$ cat src/rtl/multi_decade_down_counter.sv
// Three-digit loadable BCD down counter with terminal-count pulse.
// Define MULTI_DECADE_DOWN_COUNTER_AUTORELOAD_EN for periodic auto-reload at 000.
module multi_decade_down_counter #(
    parameter logic [11:0] RESET_COUNT = 12'h000
) (
    input  logic       clk,
    input  logic       reset,
    input  logic       enable,
    input  logic       load,
    input  logic [3:0] load_hundreds,
    input  logic [3:0] load_tens,
    input  logic [3:0] load_ones,
    output logic [3:0] hundreds,
    output logic [3:0] tens,
    output logic [3:0] ones,
    output logic       zero,
    output logic       done
);

    function automatic logic [3:0] clamp9(input logic [3:0] d);
        return (d > 4'd9) ? 4'd9 : d;
    endfunction

    logic [3:0] dec_h;
    logic [3:0] dec_t;
    logic [3:0] dec_o;
    logic       dec_zero;
    logic [3:0] ld_h;
    logic [3:0] ld_t;
    logic [3:0] ld_o;

`ifdef MULTI_DECADE_DOWN_COUNTER_AUTORELOAD_EN
    logic [11:0] reload;
`endif

    assign ld_h = clamp9(load_hundreds);
    assign ld_t = clamp9(load_tens);
    assign ld_o = clamp9(load_ones);

    assign zero     = (hundreds == 4'd0) && (tens == 4'd0) && (ones == 4'd0);
    assign dec_zero = (hundreds == 4'd0) && (tens == 4'd0) && (ones == 4'd1);

    // Ripple borrow across the decades; only used while count is nonzero.
    always_comb begin
        dec_o = ones - 4'd1;
        dec_t = tens;
        dec_h = hundreds;
        if (ones == 4'd0) begin
            dec_o = 4'd9;
            dec_t = tens - 4'd1;
            if (tens == 4'd0) begin
                dec_t = 4'd9;
                dec_h = hundreds - 4'd1;
            end
        end
    end

    always_ff @(posedge clk) begin
        if (reset) begin
            hundreds <= RESET_COUNT[11:8];
            tens     <= RESET_COUNT[7:4];
            ones     <= RESET_COUNT[3:0];
            done     <= 1'b0;
`ifdef MULTI_DECADE_DOWN_COUNTER_AUTORELOAD_EN
            reload   <= RESET_COUNT;
`endif
        end else if (load) begin
            hundreds <= ld_h;
            tens     <= ld_t;
            ones     <= ld_o;
            done     <= 1'b0;
`ifdef MULTI_DECADE_DOWN_COUNTER_AUTORELOAD_EN
            reload   <= {ld_h, ld_t, ld_o};
`endif
        end else if (enable && !zero) begin
            hundreds <= dec_h;
            tens     <= dec_t;
            ones     <= dec_o;
            done     <= dec_zero;
        end else if (enable) begin
`ifdef MULTI_DECADE_DOWN_COUNTER_AUTORELOAD_EN
            hundreds <= reload[11:8];
            tens     <= reload[7:4];
            ones     <= reload[3:0];
`endif
            done     <= 1'b0;
        end else begin
            done     <= 1'b0;
        end
    end

endmodule

$ cat config.mk
export PLATFORM = sky130hd
export DESIGN_NAME = multi_decade_down_counter
export DESIGN_NICKNAME = d
export VERILOG_FILES = /design/src/rtl/multi_decade_down_counter.sv
export SDC_FILE = /design/constraint.sdc
export NUM_CORES = 1
export LEC_CHECK = 0
export BUFFER_PORTS_ARGS = -buffer_cell sky130_fd_sc_hd__buf_2
export CAP_MARGIN = 10
export CORE_AREA = 3 3 52 54
export DETAILED_ROUTE_END_ITERATION = 6
export DIE_AREA = 0 0 55 57
export PLACE_DENSITY = 0.6
export SYNTH_ARGS = -nofsm -noshare
export SYNTH_HDL_FRONTEND = slang
export SYNTH_SLANG_ARGS = --single-unit
$ cat constraint.sdc
create_clock -name clk -period 2.2 [get_ports clk]
set_input_delay 0.44 -clock clk [delete_from_list [all_inputs] [get_ports clk]]
set_output_delay 0.44 -clock clk [all_outputs]
set_load 0.01 [all_outputs]
==> results of run 1 <==
==> final cells by class <==
class / count / area share [%]
clock buffer: 4 / 2.61
sequential: 13 / 25.8
timing repair buffer: 31 / 15.9
tap: 28 / 3.47
multi-input combinational: 72 / 49.6
inverter: 7 / 2.61
==> kinds of logic after synthesis <==
family,synth area share [%]
XOR/XNOR,1.11
adder cells (fa/ha/maj),3.16
multiplexers,2.69
AND/OR/NAND/NOR,31.5
buffers and inverters,5.85
flip-flops,32.9
AO/OA/AOI/OAI,22.8
==> through the flow <==
| stage | utilization, % | hold WS [ps] | std cells | worst slack, ps |
|---|---|---|---|---|
| after floorplan | - | 539 | 97 | 276 |
| after global placement | 42.8 | 517 | 151 | 203 |
| after detailed placement | 42.8 | 528 | 151 | 185 |
| after CTS | 44.2 | 376 | 155 | 87.5 |
| after global routing | 44.7 | 381 | 155 | 27.6 |
| final | 44.7 | 385 | 155 | 156 |
==> synth_stat cells <==
cell	n	share of area (%)
o211ai_1	2	1.9
a211oi_1	2	1.9
o21ai_1	1	0.63
nor3_1	8	5.1
o41ai_1	1	1.1
nand2_1	3	1.4
mux2i_1	1	1.3
nor3b_1	2	1.9
or4_1	2	1.9
nand2b_1	3	2.4
nand3_1	1	0.63
or3_1	2	1.6
clkbuf_1	4	1.9
inv_1	7	3.3
and2_1	1	0.79
ha_1	2	3.2
o21a_1	2	1.9
or4b_1	1	1.3
a21oi_1	3	1.9
a22o_1	1	1.1
o21ai_0	7	4.4
nor2b_1	2	1.6
dfxtp_1	13	33
nand4b_1	2	2.2
and3_1	1	0.79
a221oi_2	1	1.9
mux2_2	1	1.4
a221oi_1	1	1.1
xnor2_1	1	1.1
and4_1	1	1.1
nor4b_4	1	3.0
o31a_1	1	1.1
buf_2	1	0.63
a31oi_1	2	1.6
nor4_1	2	1.6
nor2_1	9	4.3
a311oi_1	2	2.2
==> sequential cells by signal (all words and copies together) (netlist names) <==
register and flops:
ones 4, tens 4, hundreds 4, done 1
==> critical path: cells and delay by family (launching register included) <==
kind,cells,cell delay (ps)
adders and majority gates,1,150
buffers and inverters,2,220
DFF,1,360
and+or+nand+nor,3,590
==> power by group <==
part / internal (uW) / leakage [uW] / total, uW / switching, uW
Clock: 70.4 / 0.0000150 / 153 / 82.8
Sequential: 251 / 0.000107 / 276 / 24.4
Combinational: 77.9 / 0.000315 / 159 / 81.0
==> worst max path at each step <==
| stage | cells past startpoint | start | to | slack, ps |
|---|---|---|---|---|
| floorplan | 5 | hundreds[0]$_SDFFE_PP0P_ | zero | 280 |
| finish | 6 | hundreds[0]$_SDFFE_PP0P_ | zero | 160 |
| global placement | 5 | enable | tens[1]$_SDFFE_PP0P_ | 200 |
| detailed placement | 5 | enable | tens[1]$_SDFFE_PP0P_ | 180 |
| CTS | 6 | hundreds[0]$_SDFFE_PP0P_ | zero | 90 |
| global route | 6 | hundreds[0]$_SDFFE_PP0P_ | zero | 30 |
==> per-layer routing <==
metal	GRT usage (%)	wire length (um)
met1	17.9	878
met5	0	0
met3	2.87	113
met2	23.1	927
met4	8.33	39
==> metrics.txt, run 1 <==
number of routed nets with antenna violations 0; Period minus WS final 2040 ps; R2R depth 4; clock tree from TritonCTS yes; #FFs+latches synth 13; # rows 17; initial antenna violation count 0; Final Hold Viols 0; Seq/Total Area, Yosys about a third; Area Growth Syn to Fin 27.5%; Port Buf Inserts 29; Post-CTS Setup Inserts 0; hold path depth 2; register area 260 um2; Netlist cell types 37; critical-path maximum fanout 5; syn_area_per_cell 8.15 um2; fin crit share 92.9%; unrepaired setup endpoints after global routing no; vias in the first global route 805; r2r startpoint ones[1]$_SDFFE_PP0P_; Remaining Overflow, GRT 0; final setup fails 0; final total power ~590 uW; largest net degree at the start of global routing 15; relative slew slack about 73%; area post-placement 966 um2; hold_buf cts 0; max-slew violation count 0; Die Area between 3000 and 4000 um2; Cells after Synth 97; Top Ports 30; status complete, no violations; post-synthesis net count 115; R2R Setup Slk ~300 ps; Pre-Repair DR Iteration Count 4; clk_skew 3.66 ps; layout cells sized above 1 30.7%; commonest non-fill, non-tap cell in the layout buf_2; mapped cell area about 790 um2; most frequent cells in the layout 29 x buf_2, 13 x dfxtp_1, 9 x nor2_1; DR iter-0 viols 18; HP Class primary input to register; Pleak roughly 0.00044 uW; P per Cell Area about 600 nW/um2; Detail Placement HPWL 1510 um; VDD IR max about 0.24 mV; drt wl/cell about 13 um; via count 825; Clock transition at path regs 80 ps; CP Launch Type register; Die H 57 um; cts bufs inserted 3; Overall Global Routing Usage 14.6%; RD Place Congestion between 0.7 and 0.8; Horiz. Die Dim 55 um; H-tree depth 1; nets 146; DR DRC count 0; Fill cells 247; Core Footprint 2250 um2; Clock Path Buffers 2; n_diodes 0; Design Area, Final roughly 1000 um2; Syn. warnings 0; max incr delay on CP 360 ps; Arrival @ worst endpoint 1600 ps; multi-input logic area 500 um2; CP Data Required Time about 1800 ps; Setup crit end kind output port; global-route wire length before repair 3420 um; later-pin clock latency in the skew report 280 ps; Post-Route WL 1960 um; Starting Density 35.1%; Worst Tran Pin Value between 400 and 500 ps; CP Cell Sequence inv_1 > ha_1 > nor3b_4 > and3_4 > nor2b_1 > buf_2; reg-to-reg endpoint tens[1]$_SDFFE_PP0P_; Hold Crit Start load_tens[1]; CTS Root Cell clkbuf_4; Setup TNS Final 0 ps; drt via density 5.32; Worst Hold End tens[1]$_SDFFE_PP0P_; Worst Setup Path Type register to output port; CTS-repair resized insts 1; max-cap violations 0; Slowest cell on crit path dfxtp_1; fmax 0.489 GHz; Sink Count 13
No activity file was read; power rests on OpenSTA's default activity.
==> run 2, diff against run 1 <==
- HOLD_SLACK_MARGIN: not set -> 0.05
- MAX_ROUTING_LAYER: not set -> met4
- clock period: 2.2 -> 2.1 ns (I/O delays scaled with it)
==> run 2 against run 1 <==
Critical path depth shrank 1. Setup slack worse by 56 ps. Die area is the same. Non-clock buffer count grew 3. Total power grew 6.4%. Via count is 0.97% higher. Largest power group unchanged.
==> metrics.txt, run 2 (synthesis results as in run 1) <==
global-route wire length before repair 3400 um (-0.61%); share of total power in combinational logic 28.6% (+1.6 points); n_diodes 0 (unchanged); status complete, no violations; DR DRC count 0 (unchanged); Pleak 0.000455 uW (+4.0%); Port Buf Inserts 29 (unchanged); Worst Path Buf+Inv 2 (unchanged); r2r startpoint ones[2]$_SDFFE_PP0P_; Detail Placement HPWL 1570 um (+4.1%); stages on the worst setup path 5 (-1); P per Cell Area 603 nW/um2 (+3.5%); Clock Path Buffers 2 (unchanged); final setup fails 0 (unchanged); relative slew slack 71.7% (-0.97 points); layout cells sized above 1 33.8% (+3.1 points); clk_skew 5.22 ps (+1.57 ps); CP Data Required Time 1680 ps (-80 ps); cts bufs inserted 3 (unchanged); HP Class primary input to register; R2R Setup Slk 200 ps (-100 ps); post-route setup slack 99.8 ps (-56.4 ps); CP Launch Type register; Overall Global Routing Usage 14.8% (+0.20 points); Slowest cell on crit path dfxtp_1; Post-Route WL 2070 um (+5.6%); Largest regs hundreds: 4 flops, ones: 4 flops, tens: 4 flops; Place WS 78.9 ps (-106 ps); Die H 57 um (unchanged); fin crit share 95.2%; Sink Count 13 (unchanged); Core Footprint 2250 um2 (unchanged); critical-path maximum fanout 7 (+2); reg-to-reg endpoint tens[1]$_SDFFE_PP0P_; Worst Setup Path Type register to output port; Area Growth Syn to Fin 31.2%; most frequent cells in the layout 29 x buf_2, 12 x dfxtp_1, 9 x nor2_1; number of routed nets with antenna violations 0 (unchanged); largest net degree at the start of global routing 15 (unchanged); initial antenna violation count 0 (unchanged); max incr delay on CP 370 ps (about the same); Remaining Overflow, GRT 0 (unchanged); Arrival @ worst endpoint 1580 ps (-20 ps); Hold Slack 367 ps (-17.7 ps); Hold Crit Start load_tens[2]; Clock power frac 25.3% (-0.8 points); drt wl/cell 13.1 um (+3.6%); nets 149 (+2.1%); CP Cell Sequence nor4_1 > buf_4 > and3_4 > nor2b_1 > buf_2; Worst Tran Pin Value 424 ps (+14.6 ps); Top Family by Delay on Critical Path simple AND/OR/NAND/NOR gates; Period minus WS final 2000 ps; drt via density 5.27 (-0.95%); CP endpoint zero; VDD IR max 0.260 mV (+9.7%); commonest non-fill, non-tap cell in the layout buf_2; unrepaired setup endpoints after global routing no; Starting Density 35.1% (unchanged); P_int 427 uW (+6.7%); Setup crit end kind output port; sw frac 31.8% (-0.17 points); Horiz. Die Dim 55 um (unchanged); max-cap violations 0 (unchanged); R2R depth 4 (unchanged); Top Ports 30 (unchanged); H-tree depth 1 (unchanged); RD Place Congestion 0.764 (+3.1%); Sequential Power Share 46.2% (-0.7 points); crit path from tens[0]$_SDFFE_PP0P_; Final Hold Viols 0 (unchanged); DR iter-0 viols 14 (-4); later-pin clock latency in the skew report 270 ps (about the same); # rows 17 (unchanged); via count 833 (+0.97%); fmax 0.500 GHz; vias in the first global route 764 (-5.1%); CTS Root Cell clkbuf_4; Pre-Repair DR Iteration Count 4 (unchanged); Psw 199 uW (+5.9%); Setup TNS Final 0 ps (unchanged); clock tree from TritonCTS yes; Die Area 3140 um2 (unchanged); Clock transition at path regs 90 ps (about the same); max-slew violation count 0 (unchanged)
==> run 2: worst min path at each step <==
stage                                     endpoint  depth (start not counted)
after detailed placement  hundreds[3]$_SDFFE_PP0P_                          2
final                         tens[2]$_SDFFE_PP0P_                          3
after CTS                     tens[2]$_SDFFE_PP0P_                          3
after global placement    hundreds[3]$_SDFFE_PP0P_                          2
after floorplan           hundreds[1]$_SDFFE_PP0P_                          1
after global routing          tens[1]$_SDFFE_PP0P_                          2
==> run 2: per-layer routing <==
layer / track usage (%) / vias to the layer above / routed length (um)
li1: - / 426 / -
met1: 18.4 / 386 / 921
met2: 23.8 / 19 / 1010
met3: 2.35 / 2 / 112
met4: 5.21 / 0 / 27
met5: - / - / 0
==> run 2: through the flow <==
| step | cell area (um2) | utilization, % | power [uW] | cells |
|---|---|---|---|---|
| floorplan | 791 | - | 392 | 97 |
| global placement | 973 | 43.2 | 454 | 152 |
| detailed placement | 973 | 43.2 | 458 | 152 |
| CTS | 1010 | 44.8 | 623 | 156 |
| global route | 1040 | 46.0 | 668 | 158 |
| finish | 1040 | 46.0 | 626 | 158 |
==> run 2: final cells by class <==
class                      count  area (um2)
inverter                       7        26.3
fill                         244        1220
sequential                    13         262
timing repair buffer          34         183
multi-input combinational     72         505
tap                           28        35.0
clock buffer                   4        26.3
==> run 2: timing repair <==
item	4_1_cts	5_1_grt
setup endpoints to repair	1	1
pin swaps	0	1
gates resized for setup	2	3
hold buffers	0	0
endpoints found under the hold margin	0	0
buffers inserted	0	2
==> run 2: power by group through the flow <==
stage,combinational (uW),sequential (uW),clock [uW]
finish,179,289,158
global route,199,294,175
CTS,170,288,165
detailed placement,165,292,0
global placement,162,292,0
floorplan,98.6,293,0
==> run 2: tightest hold or removal path, stage by stage <==
cell	delay [ps]
buf_2	80
nand2_1	40
o211ai_1	60
